==> config.mk <==
export PLATFORM = sky130hd
export DESIGN_NAME = tt_um_jleugeri_ttt_stage_sequencer
export DESIGN_NICKNAME = d
export VERILOG_FILES = /design/src/rtl/tt_um_jleugeri_ttt_pkg.sv /design/src/rtl/tt_um_jleugeri_ttt_token_cache.sv /design/src/rtl/tt_um_jleugeri_ttt_stage_sequencer.sv
export SDC_FILE = /design/constraint.sdc
export NUM_CORES = 1
export LEC_CHECK = 0
export ABC_AREA = 1
export BUFFER_PORTS_ARGS = -buffer_cell sky130_fd_sc_hd__buf_4
export CAP_MARGIN = 20
export CORE_AREA = 2 2 105 117
export DETAILED_ROUTE_END_ITERATION = 6
export DIE_AREA = 0 0 107 119
export PLACE_DENSITY = 0.76
export SETUP_SLACK_MARGIN = 0.3
export SLEW_MARGIN = 25
export SYNTH_ARGS = -nofsm -noshare
export SYNTH_HDL_FRONTEND = slang
export SYNTH_SLANG_ARGS = --single-unit
==> constraint.sdc <==
create_clock -name clock_fast -period 3.72 [get_ports clock_fast]
set_input_delay 0.744 -clock clock_fast [delete_from_list [all_inputs] [get_ports clock_fast]]
set_output_delay 0.744 -clock clock_fast [all_outputs]
set_load 0.02 [all_outputs]
==> src/rtl/tt_um_jleugeri_ttt_pkg.sv <==
`default_nettype none
// +-----------------------------------------------------------------------+
// | tt_um_jleugeri_ttt : shared stage encoding, token pair, saturating add |
// | Rev 1.0                                                                |
// +-----------------------------------------------------------------------+
package tt_um_jleugeri_ttt;

  localparam int TOKEN_BITS = 4;

  typedef enum logic [2:0] {
    STAGE_RESET     = 3'd0,
    STAGE_INPUT     = 3'd1,
    STAGE_RECURRENT = 3'd2,
    STAGE_UPDATE    = 3'd3,
    STAGE_OUTPUT    = 3'd4
  } stage_t;

  typedef struct packed {
    logic signed [TOKEN_BITS-1:0] good;
    logic signed [TOKEN_BITS-1:0] bad;
  } token_pair_t;

  // Operands arrive sign-extended to 32 bits; result is clamped to a signed width-bit range.
  function automatic logic signed [31:0] sat_add(input int width,
                                                  input logic signed [31:0] a,
                                                  input logic signed [31:0] b);
    longint sum;
    longint hi;
    longint lo;
    sum = longint'(a) + longint'(b);
    hi  = (longint'(1) << (width - 1)) - 1;
    lo  = -hi - 1;
    if (sum > hi)      sum = hi;
    else if (sum < lo) sum = lo;
    return 32'(sum);
  endfunction

endpackage
`default_nettype wire

==> src/rtl/tt_um_jleugeri_ttt_token_cache.sv <==
`default_nettype none
// +-----------------------------------------------------------------------+
// | tt_um_jleugeri_ttt_token_cache : per-processor saturating token cache |
// | Rev 1.0                                                                |
// +-----------------------------------------------------------------------+
module tt_um_jleugeri_ttt_token_cache
  import tt_um_jleugeri_ttt::*;
#(
  parameter int NUM_PROCESSORS = 10,
  parameter int PID_BITS       = $clog2(NUM_PROCESSORS)
) (
  input  logic                clk,
  input  logic                rst,
  input  logic                clear_i,
  input  logic                add_valid_i,
  input  logic [PID_BITS-1:0] add_addr_i,
  input  token_pair_t         add_pair_i,
  input  logic [PID_BITS-1:0] rd_addr_i,
  output token_pair_t         rd_pair_o
);

  localparam logic [PID_BITS:0] c_NUM_PROC = (PID_BITS+1)'(NUM_PROCESSORS);

  token_pair_t w_entries [NUM_PROCESSORS];
  token_pair_t w_cur;
  token_pair_t w_sum;
  logic        w_add_in_range;
  logic        w_rd_in_range;

  assign w_add_in_range = ({1'b0, add_addr_i} < c_NUM_PROC);
  assign w_rd_in_range  = ({1'b0, rd_addr_i} < c_NUM_PROC);

  assign w_cur      = w_add_in_range ? w_entries[add_addr_i] : '0;
  assign w_sum.good = TOKEN_BITS'(sat_add(TOKEN_BITS, 32'(w_cur.good), 32'(add_pair_i.good)));
  assign w_sum.bad  = TOKEN_BITS'(sat_add(TOKEN_BITS, 32'(w_cur.bad),  32'(add_pair_i.bad)));

  assign rd_pair_o = w_rd_in_range ? w_entries[rd_addr_i] : '0;

  // Out-of-range addresses match no entry, so those adds vanish silently.
  for (genvar i = 0; i < NUM_PROCESSORS; i++) begin : g_entry
    token_pair_t entry_q;
    logic        w_hit;

    assign w_hit        = add_valid_i && w_add_in_range && (add_addr_i == PID_BITS'(i));
    assign w_entries[i] = entry_q;

    always_ff @(posedge clk or posedge rst) begin
      if (rst)          entry_q <= '0;
      else if (clear_i) entry_q <= '0;
      else if (w_hit)   entry_q <= w_sum;
    end
  end

endmodule
`default_nettype wire

==> src/rtl/tt_um_jleugeri_ttt_stage_sequencer.sv <==
`default_nettype none
// +-----------------------------------------------------------------------+
// | tt_um_jleugeri_ttt_stage_sequencer : RESET/INPUT/RECURRENT/UPDATE/    |
// | OUTPUT stage controller owning the new-token cache.        Rev 1.0    |
// +-----------------------------------------------------------------------+
module tt_um_jleugeri_ttt_stage_sequencer
  import tt_um_jleugeri_ttt::*;
#(
  parameter  int NUM_PROCESSORS  = 10,
  parameter  int NEW_TOKENS_BITS = TOKEN_BITS,
  localparam int PID_BITS        = $clog2(NUM_PROCESSORS)
) (
  input  logic                              clock_fast,
  input  logic                              reset,
  input  logic                              hold,
  output logic                              done,
  output stage_t                            stage,
  input  logic                              ext_valid,
  output logic                              ext_ready,
  input  logic                              ext_last,
  input  logic [PID_BITS-1:0]               ext_addr,
  input  logic signed [NEW_TOKENS_BITS-1:0] ext_good,
  input  logic signed [NEW_TOKENS_BITS-1:0] ext_bad,
  output logic                              net_start,
  input  logic                              net_valid_out,
  input  logic [PID_BITS-1:0]               net_target_id,
  input  logic signed [NEW_TOKENS_BITS-1:0] net_good,
  input  logic signed [NEW_TOKENS_BITS-1:0] net_bad,
  input  logic                              net_done,
  output logic                              processor_reset,
  output logic                              proc_valid,
  output logic [PID_BITS-1:0]               processor_id,
  output logic signed [NEW_TOKENS_BITS-1:0] new_good_tokens,
  output logic signed [NEW_TOKENS_BITS-1:0] new_bad_tokens,
  output logic                              out_valid,
  input  logic                              out_ready
);

  localparam logic [PID_BITS-1:0] c_LAST_IDX = PID_BITS'(NUM_PROCESSORS - 1);

  stage_t              stage_q, stage_d, w_next_stage;
  logic                done_q, done_d;
  logic                entry_q, entry_d;
  logic [PID_BITS-1:0] idx_q, idx_d;

  logic                w_ext_fire;
  logic                w_clear;
  logic                w_add_valid;
  logic [PID_BITS-1:0] w_add_addr;
  token_pair_t         w_add_pair;
  token_pair_t         w_rd_pair;

  // entry_q marks the first cycle of every stage.
  assign ext_ready       = (stage_q == STAGE_INPUT) && !entry_q && !done_q;
  assign net_start       = (stage_q == STAGE_RECURRENT) && entry_q;
  assign proc_valid      = (stage_q == STAGE_UPDATE) && !done_q;
  assign out_valid       = (stage_q == STAGE_OUTPUT) && !done_q;
  assign processor_reset = (stage_q == STAGE_RESET);
  assign processor_id    = (proc_valid || out_valid) ? idx_q : '0;
  assign new_good_tokens = proc_valid ? NEW_TOKENS_BITS'(w_rd_pair.good) : '0;
  assign new_bad_tokens  = proc_valid ? NEW_TOKENS_BITS'(w_rd_pair.bad)  : '0;
  assign done            = done_q;
  assign stage           = stage_q;

  assign w_ext_fire = ext_valid && ext_ready;
  assign w_clear    = (stage_q == STAGE_INPUT) && entry_q;

  always_comb begin
    w_add_valid     = 1'b0;
    w_add_addr      = ext_addr;
    w_add_pair.good = TOKEN_BITS'(ext_good);
    w_add_pair.bad  = TOKEN_BITS'(ext_bad);
    if (stage_q == STAGE_INPUT) begin
      w_add_valid = w_ext_fire;
    end else if (stage_q == STAGE_RECURRENT) begin
      w_add_valid     = net_valid_out;
      w_add_addr      = net_target_id;
      w_add_pair.good = TOKEN_BITS'(net_good);
      w_add_pair.bad  = TOKEN_BITS'(net_bad);
    end
  end

  tt_um_jleugeri_ttt_token_cache #(
    .NUM_PROCESSORS(NUM_PROCESSORS),
    .PID_BITS      (PID_BITS)
  ) u_cache (
    .clk        (clock_fast),
    .rst        (reset),
    .clear_i    (w_clear),
    .add_valid_i(w_add_valid),
    .add_addr_i (w_add_addr),
    .add_pair_i (w_add_pair),
    .rd_addr_i  (idx_q),
    .rd_pair_o  (w_rd_pair)
  );

  always_comb begin
    case (stage_q)
      STAGE_RESET:     w_next_stage = STAGE_INPUT;
      STAGE_INPUT:     w_next_stage = STAGE_RECURRENT;
      STAGE_RECURRENT: w_next_stage = STAGE_UPDATE;
      STAGE_UPDATE:    w_next_stage = STAGE_OUTPUT;
      STAGE_OUTPUT:    w_next_stage = STAGE_INPUT;
      default:         w_next_stage = STAGE_RESET;
    endcase
  end

  always_comb begin
    stage_d = stage_q;
    done_d  = done_q;
    idx_d   = idx_q;
    entry_d = 1'b0;
    case (stage_q)
      STAGE_RESET:     done_d = 1'b1;
      STAGE_INPUT:     if (w_ext_fire && ext_last) done_d = 1'b1;
      STAGE_RECURRENT: if (net_done) done_d = 1'b1;
      STAGE_UPDATE: begin
        if (!done_q) begin
          if (idx_q == c_LAST_IDX) done_d = 1'b1;
          else                     idx_d  = idx_q + 1'b1;
        end
      end
      STAGE_OUTPUT: begin
        if (out_valid && out_ready) begin
          if (idx_q == c_LAST_IDX) done_d = 1'b1;
          else                     idx_d  = idx_q + 1'b1;
        end
      end
      default: ;
    endcase
    // hold only gates the hand-off; work inside a stage never waits on it.
    if (done_q && !hold) begin
      stage_d = w_next_stage;
      done_d  = 1'b0;
      idx_d   = '0;
      entry_d = 1'b1;
    end
  end

  always_ff @(posedge clock_fast or posedge reset) begin
    if (reset) begin
      stage_q <= STAGE_RESET;
      done_q  <= 1'b0;
      entry_q <= 1'b0;
      idx_q   <= '0;
    end else begin
      stage_q <= stage_d;
      done_q  <= done_d;
      entry_q <= entry_d;
      idx_q   <= idx_d;
    end
  end

endmodule
`default_nettype wire

==> flow_summary.yaml <==
status:
  outcome: "finished with violations"
  violations: "design-rule violations"
worst_setup_path:
  rr_startpoint: "stage[0]"
  critPathLaunch: "stage[0]"
  crit_fanout: 17
  crit_path_max_incr_delay_ns: 0.42
  crit_end: "u_cache.g_entry[1].entry_q[6]"
  arrival_ns: 3.60
  crit_path_start_kind: "register"
  critical_path.most_common_cell: "nand2_1"
  r2r_slack_ns: 0.42
  timing.rr.end: "u_cache.g_entry[1].entry_q[6]"
  ff2ff_path_depth: 18
  crit_slowest_cell: "dfrtp_1"
  worstPathRequired_ns: 4.02
  critical_path.cell_chain: "inv_4, nand4_1, nand2_2, buf_4, clkbuf_16, nand2_1, nand2_1, nand2_1, a21oi_1, nor2_1, ha_1, a21oi_1, nand3_1, nand2_1, nand2_1, a21oi_1, nand2_1, nand2_1"
  critPathKind: "reg2reg"
  critPathCaptureType: "register"
timing:
  setup_viol: 0
  tns_ns: 0
  fin_worst_skew_ns: 0.00943
  max_freq_mhz: 303
  rsz0062_at_grt: "yes"
  finalCritPeriodShare: 0.888
  fin_crit_ns: 3.30
  hold_viol: 0
  maxSlewHeadroom: 0.307
  slew_viol_final: 0
  tightestPinTransition_ns: 1.04
route:
  drt-initial-drc-count: 869
  via_per_inst: 5.86
  route.met2.wl_mm: 10.5
  ant_nets: 0
  drc: 5
  wl_met3_mm: 2.52
  wl_met1_mm: 9.14
  drt_wl_total_mm: 23.6
  vias: 7283
  drtPass1Iterations: 7
  top_layer: "met4"
  wl_per_cell_um: 19.0
synth:
  synth_edf_count: 0
  ys_dominant_reg_cell: "dfrtp_1"
  synth_nets: 1062
  synth_cells: 1018
  avgSynthCellArea_um2: 6.46
  ys_ff_latch: 89
  synth_area_mm2: 0.00657
  async_flop_share: 1.00
  synth_cell_types: 35
  yosysSeqAreaShare: 0.339
  yosys_warnings: 0
pwr:
  ir_worst_vdd_mv: 0.545
  cellPowerDensity_mw_per_mm2: 857
  total_power_uw: 6680
  p_leak_uw: 0.00414
clock_tree:
  clk_pin_slew_ns: 0.07
  hold_buffers: 0
  numCtsBuffers: 9
  cts_tree: "yes"
  cts_sinks: 89
  cts_root_buffer: "clkbuf_16"
  htreeDepth: 3
  clock_path_buffers: 2
  clk_latency_ns: 0.36
floorplanning:
  die_w_um: 107
  core_mm2: 0.0117
  fp.dieH_um: 119
  die_area_mm2: 0.0127
  initial_core_util: 0.561
  num_rows: 42
  io-pin-count: 53
layout:
  final_common_cell: "nand2_1"
  num_antenna_cells: 0
  mostFrequentLayoutCells: "nand2_1 (384), nand3_1 (173), buf_4 (91), inv_1 (88), dfrtp_1 (88)"
  drive_gt1_frac: 0.160
  areaGrowthSynthToFinish_pct: 18.6
  fin_nets: 1127
placed_design:
  gp_congestion: 1.04
  port-buffer-count: 52
  hpwlAfterDp_mm: 16.2
hold_path:
  hold_start: "u_cache.g_entry[4].entry_q[7]"
  hold_class: "reg2reg"
global_routing:
  grt.total_usage: 0.370
  grt_pass1_wl_mm: 35.5
  grt_max_degree: 102
  antenna_found_initial: 0
  grt_pass1_vias: 6391
  grt-ovfl-total: 0
run:
  maxCapViolCount: 0
repair_timing:
item | 4_1_cts | 5_1_grt
setup endpoints to repair | 57 | 78
gates cloned | 0 | 2
pin swaps | 0 | 8
setup buffers | 0 | 17
resized for setup | 6 | 24
final cells by class:
type	instances	area [um2]
fill	1067	3930
tap	154	193
clock inverter	5	40.0
multi-input combinational	782	3840
clock buffer	11	233
sequential	89	2230
inverter	99	384
timing repair buffer	102	878
worst min path at each step:
stage                                          to  slack [ns]  cells after the start
global route        u_cache.g_entry[4].entry_q[2]        0.53                      2
CTS                 u_cache.g_entry[1].entry_q[3]        0.50                      2
global placement    u_cache.g_entry[4].entry_q[2]        0.48                      2
finish              u_cache.g_entry[4].entry_q[7]        0.50                      2
detailed placement  u_cache.g_entry[1].entry_q[3]        0.49                      2
floorplan           u_cache.g_entry[1].entry_q[3]        0.47                      2
state kept, by name (all words and copies together), names as in the netlist:
name,cells
u_cache.g_entry.entry_q,80
entry_q,1
done,1
idx_q,4
stage,3
where the power goes:
part | total, uW | switching, uW | internal [uW]
clock network | 876 | 419 | 457
logic | 4430 | 3030 | 1400
registers | 1370 | 189 | 1180
metal layers:
layer / up-vias / track usage
li1: 3412 / -
met1: 3293 / 0.477
met2: 478 / 0.557
met3: 100 / 0.0887
met4: 0 / 0.229
met5: - / 0
cell usage after synthesis, types with 5 or more instances:
library cell	instances	share of area
nand2_1	395	0.23
nand3_1	173	0.13
dfrtp_1	89	0.34
inv_1	89	0.051
nor2_1	46	0.026
a21oi_1	38	0.029
o21ai_0	34	0.026
clkbuf_1	33	0.019
nand3b_1	15	0.017
o211ai_1	14	0.016
ha_1	10	0.019
nand3_2	8	0.012
nor2_4	8	0.014
inv_2	7	0.0040
nand2_2	6	0.0057
nand4_1	6	0.0057
buf_1	5	0.0029
critical path, delay by kind of cell, from the launching register on:
family	cells	cell delay, ns
buffers and inverters	3	0.46
AND/OR/NAND/NOR	11	1.20
AO/OA/AOI/OAI	3	0.80
flip-flops	1	0.42
adder cells (fa/ha/maj)	1	0.35
stage by stage:
stage                     setup WS (ns)  cells  area (um2)  hold WS, ns  utilization
after global placement            0.212   1207        7230        0.482        0.617
after global routing              0.201   1242        7790        0.525        0.665
after floorplan                   0.519   1018        6570        0.469            -
after CTS                         0.305   1223        7520        0.501        0.642
final                             0.417   1242        7790        0.499        0.665
after detailed placement          0.160   1207        7230        0.486        0.617
logic make-up (layout without fill, tap and decap cells):
logic type,count (synthesis),after routing,synth area share
xor+xnor,4,4,0.00533
compound gates,97,97,0.0834
fa+ha+maj,12,12,0.0251
flops,89,89,0.339
simple gates,669,669,0.458
buf+inv,147,217,0.0895
(Power assumes the default switching activity.)
